`config.mk`:
```
export PLATFORM = sky130hd
export DESIGN_NAME = spi_xfer_arbiter_flat
export DESIGN_NICKNAME = d
export VERILOG_FILES = /design/src/rtl/spi_xfer_arbiter_pkg.sv /design/src/rtl/spi_xfer_arbiter_if.sv /design/src/rtl/spi_xfer_arbiter_rr.sv /design/src/rtl/spi_xfer_arbiter.sv /design/src/flat_wrapper.sv
export SDC_FILE = /design/constraint.sdc
export NUM_CORES = 1
export LEC_CHECK = 0
export CAP_MARGIN = 40
export CORE_UTILIZATION = 39
export DETAILED_ROUTE_END_ITERATION = 8
export GPL_TIMING_DRIVEN = 0
export PLACE_DENSITY = 0.82
export SKIP_CTS_REPAIR_TIMING = 1
export SYNTH_ARGS = -nofsm -noshare
export SYNTH_HDL_FRONTEND = slang
export SYNTH_SLANG_ARGS = --single-unit
```
`constraint.sdc`:
```
create_clock -name clk_i -period 1.6 [get_ports clk_i]
set_clock_uncertainty 0.1 [all_clocks]
set_input_delay 0.32 -clock clk_i [delete_from_list [all_inputs] [get_ports clk_i]]
set_output_delay 0.32 -clock clk_i [all_outputs]
set_load 0.005 [all_outputs]
```
`src/rtl/spi_xfer_arbiter_pkg.sv`:
```
// ---------------------------------------------------------------------------
// spi_ctrl_pkg
// Shared types and defaults for the SPI transfer arbiter slice.
//   spi_xfer_state_e : sequencer states (idle, CS setup, TX fetch,
//                      shift, CS hold)
//   SpiDefault*      : default parameter values for the arbiter
//   idx_width()      : index width for an N-entry selection, never below 1
// ---------------------------------------------------------------------------
package spi_ctrl_pkg;

    typedef enum logic [2:0] {
        ST_IDLE,
        ST_SETUP,
        ST_FETCH,
        ST_SHIFT,
        ST_HOLD
    } spi_xfer_state_e;

    localparam int SpiDefaultNumCs    = 2;
    localparam int SpiDefaultLenWidth = 8;
    localparam int SpiDefaultCsSetup  = 2;
    localparam int SpiDefaultCsHold   = 2;

    // A one-entry selection still needs a 1-bit index.
    function automatic int idx_width(input int n);
        return (n > 1) ? $clog2(n) : 1;
    endfunction

endpackage

```
`src/rtl/spi_xfer_arbiter_if.sv`:
```
// ---------------------------------------------------------------------------
// spi_xfer_if
// Bundle of the requester command/data handshakes and the shift-engine
// handshake around spi_xfer_arbiter.
//   slave  : the arbiter's view (takes commands, TX bytes, engine results;
//            drives grants, RX strobes, engine start, chip selects, status)
//   master : the surrounding front end / engine view (the reverse)
// ---------------------------------------------------------------------------
interface spi_xfer_if
    import spi_ctrl_pkg::*;
#(
    parameter int NumReq   = 2,
    parameter int NumCs    = SpiDefaultNumCs,
    parameter int LenWidth = SpiDefaultLenWidth
);
    localparam int OwnerW = idx_width(NumReq);
    localparam int CsIdxW = idx_width(NumCs);

    logic [NumReq-1:0]          req_valid_i;
    logic [NumReq*LenWidth-1:0] req_len_i;
    logic [NumReq*CsIdxW-1:0]   req_cs_i;
    logic [NumReq-1:0]          req_ready_o;
    logic [NumReq-1:0]          tx_valid_i;
    logic [NumReq*8-1:0]        tx_data_i;
    logic [NumReq-1:0]          tx_ready_o;
    logic [NumReq-1:0]          rx_valid_o;
    logic [7:0]                 rx_data_o;
    logic                       eng_start_o;
    logic [7:0]                 eng_data_o;
    logic                       eng_done_i;
    logic [7:0]                 eng_rdata_i;
    logic [NumCs-1:0]           cs_no_o;
    logic                       busy_o;
    logic [OwnerW-1:0]          owner_o;

    modport slave (
        input  req_valid_i, req_len_i, req_cs_i, tx_valid_i, tx_data_i,
               eng_done_i, eng_rdata_i,
        output req_ready_o, tx_ready_o, rx_valid_o, rx_data_o,
               eng_start_o, eng_data_o, cs_no_o, busy_o, owner_o
    );

    modport master (
        output req_valid_i, req_len_i, req_cs_i, tx_valid_i, tx_data_i,
               eng_done_i, eng_rdata_i,
        input  req_ready_o, tx_ready_o, rx_valid_o, rx_data_o,
               eng_start_o, eng_data_o, cs_no_o, busy_o, owner_o
    );

endinterface

```
`src/rtl/spi_xfer_arbiter_rr.sv`:
```
// ---------------------------------------------------------------------------
// spi_rr_arbiter
// Round-robin grant over a request vector.
//   clk_i, rst_ni : clock, asynchronous active-low reset
//   req           : request vector
//   update_en     : advance the pointer past the current grant
//   grant         : one-hot grant (combinational)
//   grant_idx     : index of the granted requester
//   grant_any     : some request is being granted
// ---------------------------------------------------------------------------
module spi_rr_arbiter
    import spi_ctrl_pkg::*;
#(
    parameter  int NumReq = 2,
    localparam int IdxW   = idx_width(NumReq)
) (
    input  logic              clk_i,
    input  logic              rst_ni,
    input  logic [NumReq-1:0] req,
    input  logic              update_en,
    output logic [NumReq-1:0] grant,
    output logic [IdxW-1:0]   grant_idx,
    output logic              grant_any
);

    logic [IdxW-1:0] ptr_q;
    logic [IdxW-1:0] cand [NumReq];

    // Scan requesters starting at the pointer and take the first one set.
    always_comb begin
        grant     = '0;
        grant_idx = '0;
        grant_any = 1'b0;
        for (int i = 0; i < NumReq; i++) begin
            cand[i] = IdxW'((int'(ptr_q) + i) % NumReq);
            if (!grant_any && req[cand[i]]) begin
                grant_any = 1'b1;
                grant_idx = cand[i];
            end
        end
        if (grant_any) begin
            grant[grant_idx] = 1'b1;
        end
    end

    always_ff @(posedge clk_i or negedge rst_ni) begin
        if (!rst_ni) begin
            ptr_q <= '0;
        end else if (update_en) begin
            ptr_q <= (grant_idx == IdxW'(NumReq - 1)) ? '0 : grant_idx + IdxW'(1);
        end
    end

endmodule

```
`src/rtl/spi_xfer_arbiter.sv`:
```
// ---------------------------------------------------------------------------
// spi_xfer_arbiter
// Shares one byte-level SPI shift engine among NumReq requesters. Commands
// are granted round-robin; the owner's chip select is framed with setup and
// hold spacing, TX bytes are fed to the engine one at a time and each
// received byte is strobed back to the owner.
//   clk_i, rst_ni : clock, asynchronous active-low reset
//   bus           : spi_xfer_if.slave (command, TX, RX, engine, CS, status)
// ---------------------------------------------------------------------------
module spi_xfer_arbiter
    import spi_ctrl_pkg::*;
#(
    parameter int NumReq        = 2,
    parameter int NumCs         = SpiDefaultNumCs,
    parameter int LenWidth      = SpiDefaultLenWidth,
    parameter int CsSetupCycles = SpiDefaultCsSetup,
    parameter int CsHoldCycles  = SpiDefaultCsHold
) (
    input logic       clk_i,
    input logic       rst_ni,
    spi_xfer_if.slave bus
);

    localparam int OwnerW   = idx_width(NumReq);
    localparam int CsIdxW   = idx_width(NumCs);
    localparam int MaxSpace = (CsSetupCycles > CsHoldCycles) ? CsSetupCycles : CsHoldCycles;
    localparam int CntW     = $clog2(MaxSpace + 1);

    spi_xfer_state_e state_q, state_d;
    logic [CntW-1:0] cnt_q, cnt_d;

    logic [LenWidth-1:0] len_q;
    logic [CsIdxW-1:0]   cs_q;
    logic [OwnerW-1:0]   owner_q;
    logic [7:0]          eng_data_q;
    logic [7:0]          rx_data_q;
    logic                eng_start_q;
    logic [NumReq-1:0]   rx_valid_q;

    logic [NumReq-1:0]   grant;
    logic [OwnerW-1:0]   grant_idx;
    logic                grant_any;
    logic                grant_en, tx_fire, done_fire, busy;

    logic [LenWidth-1:0] req_len [NumReq];
    logic [CsIdxW-1:0]   req_cs  [NumReq];
    logic [7:0]          tx_byte [NumReq];
    logic [NumReq-1:0]   tx_ready;
    logic [NumCs-1:0]    cs_n;

    // Per-requester views of the packed command and TX buses.
    always_comb begin
        for (int i = 0; i < NumReq; i++) begin
            req_len[i] = bus.req_len_i[i*LenWidth +: LenWidth];
            req_cs[i]  = bus.req_cs_i[i*CsIdxW +: CsIdxW];
            tx_byte[i] = bus.tx_data_i[i*8 +: 8];
        end
    end

    spi_rr_arbiter #(
        .NumReq (NumReq)
    ) u_rr_arbiter (
        .clk_i     (clk_i),
        .rst_ni    (rst_ni),
        .req       (bus.req_valid_i),
        .update_en (grant_en),
        .grant     (grant),
        .grant_idx (grant_idx),
        .grant_any (grant_any)
    );

    assign busy      = (state_q != ST_IDLE);
    assign grant_en  = (state_q == ST_IDLE) && grant_any;
    assign tx_fire   = (state_q == ST_FETCH) && bus.tx_valid_i[owner_q];
    assign done_fire = (state_q == ST_SHIFT) && bus.eng_done_i;

    always_ff @(posedge clk_i or negedge rst_ni) begin
        if (!rst_ni) begin
            state_q <= ST_IDLE;
            cnt_q   <= '0;
        end else begin
            state_q <= state_d;
            cnt_q   <= cnt_d;
        end
    end

    // Setup and hold share one spacing counter; it is cleared whenever a
    // spacing phase ends, so it always enters SETUP or HOLD at zero.
    always_comb begin
        state_d = state_q;
        cnt_d   = cnt_q;
        unique case (state_q)
            ST_IDLE: begin
                if (grant_any) begin
                    state_d = ST_SETUP;
                    cnt_d   = '0;
                end
            end
            ST_SETUP: begin
                if (cnt_q == CntW'(CsSetupCycles - 1)) begin
                    state_d = ST_FETCH;
                    cnt_d   = '0;
                end else begin
                    cnt_d = cnt_q + CntW'(1);
                end
            end
            ST_FETCH: begin
                if (bus.tx_valid_i[owner_q]) begin
                    state_d = ST_SHIFT;
                end
            end
            ST_SHIFT: begin
                if (bus.eng_done_i) begin
                    state_d = (len_q == '0) ? ST_HOLD : ST_FETCH;
                end
            end
            ST_HOLD: begin
                if (cnt_q == CntW'(CsHoldCycles - 1)) begin
                    state_d = ST_IDLE;
                    cnt_d   = '0;
                end else begin
                    cnt_d = cnt_q + CntW'(1);
                end
            end
            default: begin
                state_d = ST_IDLE;
                cnt_d   = '0;
            end
        endcase
    end

    // Command latch, byte registers and the one-cycle start/RX strobes.
    // The remaining-byte count stops at zero rather than wrapping.
    always_ff @(posedge clk_i or negedge rst_ni) begin
        if (!rst_ni) begin
            len_q       <= '0;
            cs_q        <= '0;
            owner_q     <= '0;
            eng_data_q  <= '0;
            rx_data_q   <= '0;
            eng_start_q <= 1'b0;
            rx_valid_q  <= '0;
        end else begin
            eng_start_q <= tx_fire;
            rx_valid_q  <= '0;
            if (grant_en) begin
                len_q   <= req_len[grant_idx];
                cs_q    <= req_cs[grant_idx];
                owner_q <= grant_idx;
            end
            if (tx_fire) begin
                eng_data_q <= tx_byte[owner_q];
            end
            if (done_fire) begin
                rx_data_q           <= bus.eng_rdata_i;
                rx_valid_q[owner_q] <= 1'b1;
                if (len_q != '0) begin
                    len_q <= len_q - LenWidth'(1);
                end
            end
        end
    end

    // Only the owner sees tx_ready; an out-of-range CS index matches no line.
    always_comb begin
        tx_ready = '0;
        if (state_q == ST_FETCH) begin
            tx_ready[owner_q] = 1'b1;
        end
        cs_n = '1;
        for (int i = 0; i < NumCs; i++) begin
            cs_n[i] = ~(busy && (cs_q == CsIdxW'(i)));
        end
    end

    assign bus.req_ready_o = (state_q == ST_IDLE) ? grant : '0;
    assign bus.tx_ready_o  = tx_ready;
    assign bus.rx_valid_o  = rx_valid_q;
    assign bus.rx_data_o   = rx_data_q;
    assign bus.eng_start_o = eng_start_q;
    assign bus.eng_data_o  = eng_data_q;
    assign bus.cs_no_o     = cs_n;
    assign bus.busy_o      = busy;
    assign bus.owner_o     = owner_q;

endmodule

```
`src/flat_wrapper.sv`:
```
// flat-port wrapper written by rule: the top's interface ports become plain ports
module spi_xfer_arbiter_flat import spi_ctrl_pkg::*;
#(
    parameter int NumReq        = 2,
    parameter int NumCs         = SpiDefaultNumCs,
    parameter int LenWidth      = SpiDefaultLenWidth,
    parameter int CsSetupCycles = SpiDefaultCsSetup,
    parameter int CsHoldCycles  = SpiDefaultCsHold
)
  (clk_i, rst_ni, bus_req_valid_i, bus_req_len_i, bus_req_cs_i, bus_tx_valid_i, bus_tx_data_i, bus_eng_done_i, bus_eng_rdata_i, bus_req_ready_o, bus_tx_ready_o, bus_rx_valid_o, bus_rx_data_o, bus_eng_start_o, bus_eng_data_o, bus_cs_no_o, bus_busy_o, bus_owner_o);
  spi_xfer_if #(.NumReq(NumReq), .NumCs(NumCs), .LenWidth(LenWidth)) bus_i ();
  input logic clk_i;
  input logic rst_ni;
  input wire logic [$bits(bus_i.req_valid_i)-1:0] bus_req_valid_i;
  input wire logic [$bits(bus_i.req_len_i)-1:0] bus_req_len_i;
  input wire logic [$bits(bus_i.req_cs_i)-1:0] bus_req_cs_i;
  input wire logic [$bits(bus_i.tx_valid_i)-1:0] bus_tx_valid_i;
  input wire logic [$bits(bus_i.tx_data_i)-1:0] bus_tx_data_i;
  input wire logic [$bits(bus_i.eng_done_i)-1:0] bus_eng_done_i;
  input wire logic [$bits(bus_i.eng_rdata_i)-1:0] bus_eng_rdata_i;
  output wire logic [$bits(bus_i.req_ready_o)-1:0] bus_req_ready_o;
  output wire logic [$bits(bus_i.tx_ready_o)-1:0] bus_tx_ready_o;
  output wire logic [$bits(bus_i.rx_valid_o)-1:0] bus_rx_valid_o;
  output wire logic [$bits(bus_i.rx_data_o)-1:0] bus_rx_data_o;
  output wire logic [$bits(bus_i.eng_start_o)-1:0] bus_eng_start_o;
  output wire logic [$bits(bus_i.eng_data_o)-1:0] bus_eng_data_o;
  output wire logic [$bits(bus_i.cs_no_o)-1:0] bus_cs_no_o;
  output wire logic [$bits(bus_i.busy_o)-1:0] bus_busy_o;
  output wire logic [$bits(bus_i.owner_o)-1:0] bus_owner_o;
  assign bus_i.req_valid_i = bus_req_valid_i;
  assign bus_i.req_len_i = bus_req_len_i;
  assign bus_i.req_cs_i = bus_req_cs_i;
  assign bus_i.tx_valid_i = bus_tx_valid_i;
  assign bus_i.tx_data_i = bus_tx_data_i;
  assign bus_i.eng_done_i = bus_eng_done_i;
  assign bus_i.eng_rdata_i = bus_eng_rdata_i;
  assign bus_req_ready_o = bus_i.req_ready_o;
  assign bus_tx_ready_o = bus_i.tx_ready_o;
  assign bus_rx_valid_o = bus_i.rx_valid_o;
  assign bus_rx_data_o = bus_i.rx_data_o;
  assign bus_eng_start_o = bus_i.eng_start_o;
  assign bus_eng_data_o = bus_i.eng_data_o;
  assign bus_cs_no_o = bus_i.cs_no_o;
  assign bus_busy_o = bus_i.busy_o;
  assign bus_owner_o = bus_i.owner_o;
  spi_xfer_arbiter #(.NumReq(NumReq), .NumCs(NumCs), .LenWidth(LenWidth), .CsSetupCycles(CsSetupCycles), .CsHoldCycles(CsHoldCycles)) u_core (.clk_i(clk_i), .rst_ni(rst_ni), .bus(bus_i));
endmodule
```
==> impl_metrics.env, run 1 <==
export IMPL_start_util_pct=40.4
export IMPL_synth_warning_count=0
export IMPL_violations="negative setup slack"
export IMPL_worstSetupStartpointType="register"
export IMPL_synth_compound_area_share_pct=17.1
export IMPL_clock_root_buffer="clkbuf_8"
export IMPL_critical_path_arrival_ns=1.48
export IMPL_die_h_um=71.9
export IMPL_max_stage_delay_ns=0.42
export IMPL_cp_cell_sequence="buf_4 -> nor3_4 -> and3_1 -> buf_6 -> buf_6"
export IMPL_path_buf_inv=3
export IMPL_wl_per_cell_um=13.8
export IMPL_setup_slack_ns=-0.296
export IMPL_yosys_area_share_xor_xnor_pct=0.459
export IMPL_grt_pass1_wl_um=7880
export IMPL_period_share_pct=119
export IMPL_grt_pass1_vias=1747
export IMPL_dp_cells=343
export IMPL_areaGrowthSynthToFinish_pct=65.4
export IMPL_finalSetupViolCount=18
export IMPL_fmax_mhz=527
export IMPL_slowest_stage="dfrtp_2"
export IMPL_antenna_cells=0
export IMPL_slew_limit_headroom_pct=48.1
export IMPL_whs_ns=0.00574
export IMPL_cts_made_buffers=5
export IMPL_path_depth=5
export IMPL_final_fill_count=371
export IMPL_dieArea_um2=5180
export IMPL_core_um2=4720
export IMPL_r2r_start="u_core.state_q[1]"
export IMPL_cp_end_kind="primary output"
export IMPL_syn_nets=252
export IMPL_cp_max_fo=4
export IMPL_final_cell_mix="clkdlybuf4s50_1 (57), nand2_1 (39), dfrtp_1 (30), buf_4 (17), buf_6 (13)"
export IMPL_drtPass1Iterations=5
export IMPL_cpMostUsedCell="buf_6"
export IMPL_worstMarginPinSlew_ns=0.779
export IMPL_hold_violations=0
export IMPL_cpLargestDelayFamily="flip-flops"
export IMPL_cap_violations=0
export IMPL_period_minus_slack_ns=1.90
export IMPL_r2r_end="u_core.state_q[1]"
export IMPL_cts_tree="done"
export IMPL_clock_sinks=35
export IMPL_final_util_pct=66.8
export IMPL_wirelength_um=5090
export IMPL_ant_nets=0
export IMPL_grt_usage_pct=19.6
export IMPL_syn_inst=201
export IMPL_leakage_uw=0.00155
export IMPL_ys_types=46
export IMPL_h_tree_depth=2
export IMPL_nNetsFinal=353
export IMPL_drive_gt1_share_pct=24.8
export IMPL_synth_edf_count=0
export IMPL_grt_setup_unrepaired="true"
export IMPL_dpl_cell_area_um2=2770
export IMPL_vias=1882
export IMPL_status="finished, violations left"
export IMPL_post_route_drc_count=0
export IMPL_final_area_um2=3160
export IMPL_clkTransAtPathRegs_ns=0.07
export IMPL_clk_path_buf_depth=2
export IMPL_drt_initial_drc_count=194
export IMPL_dp_hpwl_um=3320
export IMPL_slew_violations=0
export IMPL_synth_simple_area_share_pct=22.9
export IMPL_instances_no_fill=369
export IMPL_routabilityCongestion=0.878
export IMPL_fp_dieW_um=71.9
export IMPL_insertion_delay_ns=0.28
export IMPL_crit_path_end="bus_req_ready_o[0]"
export IMPL_place_ws_ns=-0.685
export IMPL_overflow=0
export IMPL_syn_area_per_cell_um2=9.49
export IMPL_ios=76
export IMPL_synth_top_flop_cell="dfrtp_1"
export IMPL_rows=25
export IMPL_r2r_cells=5
export IMPL_cp_startpoint="u_core.state_q[2]"
export IMPL_min_path_type="input port to async pin"
export IMPL_synth_seq_cells=35
export IMPL_antenna_found_initial=0
export IMPL_ys_async_sr_fraction_pct=100
export IMPL_synthAdderAreaFrac_pct=1.31
export IMPL_powerDensity_nw_per_um2=1630
export IMPL_crit_required_ns=1.18
export IMPL_vdd_ir_drop_max_uv=731
export IMPL_port_buffers=75
export IMPL_grt_max_degree=36
export IMPL_ys_seq_area_share_pct=45.9
export IMPL_critPathKind="register to primary output"
export IMPL_syn_area_um2=1910
export IMPL_rrSetupSlack_ns=-0.16
export IMPL_final_common_cell="clkdlybuf4s50_1"
export IMPL_synth_top_family_by_area="simple AND/OR/NAND/NOR gates"
export IMPL_synth_mux_area_share_pct=7.48
export IMPL_vias_per_cell=5.10
==> report_power, final <==
part / switching (uW) / total [uW] / internal, uW
clock network: 304 / 641 / 337
logic: 1260 / 2860 / 1600
registers: 361 / 1650 / 1290
total: 1920 / 5150 / 3230
==> layout make-up <==
cell class                      count  area (um^2)  area share, %
Clock buffer                        6         82.6           2.62
Multi-Input combinational cell    147         1040           33.1
Clock inverter                      1         5.00          0.159
Inverter                            7         26.3          0.832
Buffer                             12          126           4.00
Sequential cell                    35          882           27.9
Timing Repair Buffer               94          906           28.7
Tap cell                           67         83.8           2.66
==> worst min-delay path by stage <==
stage	from	to
2_1_floorplan	rst_ni	u_core.bus.eng_data_o[0]
5_1_grt	rst_ni	u_core.len_q[0]
6_report	rst_ni	u_core.cnt_q[1]
4_1_cts	rst_ni	u_core.bus.eng_data_o[5]
3_5_place_dp	rst_ni	u_core.cnt_q[1]
3_3_place_gp	u_core.bus.rx_data_o[7]	u_core.bus.rx_data_o[7]
==> state kept, by name, indices dropped and copies added (netlist names) <==
name                       count
u_core.cnt_q                   2
u_core.bus.eng_data_o          8
u_core.bus.owner_o             1
u_core.bus.eng_start_o         1
u_core.state_q                 3
u_core.len_q                   8
u_core.cs_q                    1
u_core.u_rr_arbiter.ptr_q      1
u_core.bus.rx_valid_o          2
u_core.bus.rx_data_o           8
==> synthesized netlist by cell type, types with 3 or more instances <==
master	n	area, um^2
o21ai_1	5	25.0
nor2b_1	4	25.0
inv_1	6	22.5
a22oi_1	6	45.0
nand2_1	40	150
a222oi_1	3	30.0
dfrtp_1	35	876
nor2_1	8	30.0
a21oi_1	6	30.0
buf_2	5	25.0
nand3_1	5	25.0
o21ai_0	9	45.0
mux2i_1	12	120
nor3_1	5	25.0
clkbuf_1	4	15.0
nand2b_1	5	31.3
or4_1	3	22.5
and3_1	3	18.8
a21o_1	3	22.5
==> layer usage <==
layer / part of all wire [%] / wire length [um] / GRT usage (%) / up-vias
met1: 44 / 2240 / 25.7 / 882
met2: 48 / 2420 / 30.8 / 70
li1: - / - / - / 922
met3: 6.9 / 350 / 5.56 / 8
met5: 0 / 0 / 0 / -
met4: 1.4 / 71 / 7.84 / 0
==> kinds of logic (layout without fill, tap and decap cells) <==
logic type	count (synthesis)	after routing
buffers and inverters	19	120
AOI/OAI and AO/OA	46	46
adders and majority gates	2	2
xor gates and xnor gates	1	1
DFF	35	35
and+or+nand+nor	84	84
muxes	14	14
==> per-stage QoR <==
stage,power (uW),TNS (ns)
3_3_place_gp,3950,-36.67
3_5_place_dp,4020,-13.16
4_1_cts,4680,-8.89
2_1_floorplan,2980,-0.134
5_1_grt,5540,-3.85
6_report,5150,-2.66
No activity file was read; power rests on OpenSTA's default activity.
==> run 2: changes to the inputs <==
CAP_MARGIN = default   (was 40)
==> results of run 2 <==
The final DEF is identical to that of run 1; final timing and power are the same.
==> run 3: changes to the inputs <==
ABC_CLOCK_PERIOD_IN_PS = 1600   (was default)
==> results of run 3 <==
The final DEF is identical to that of run 1; final timing and power are the same.
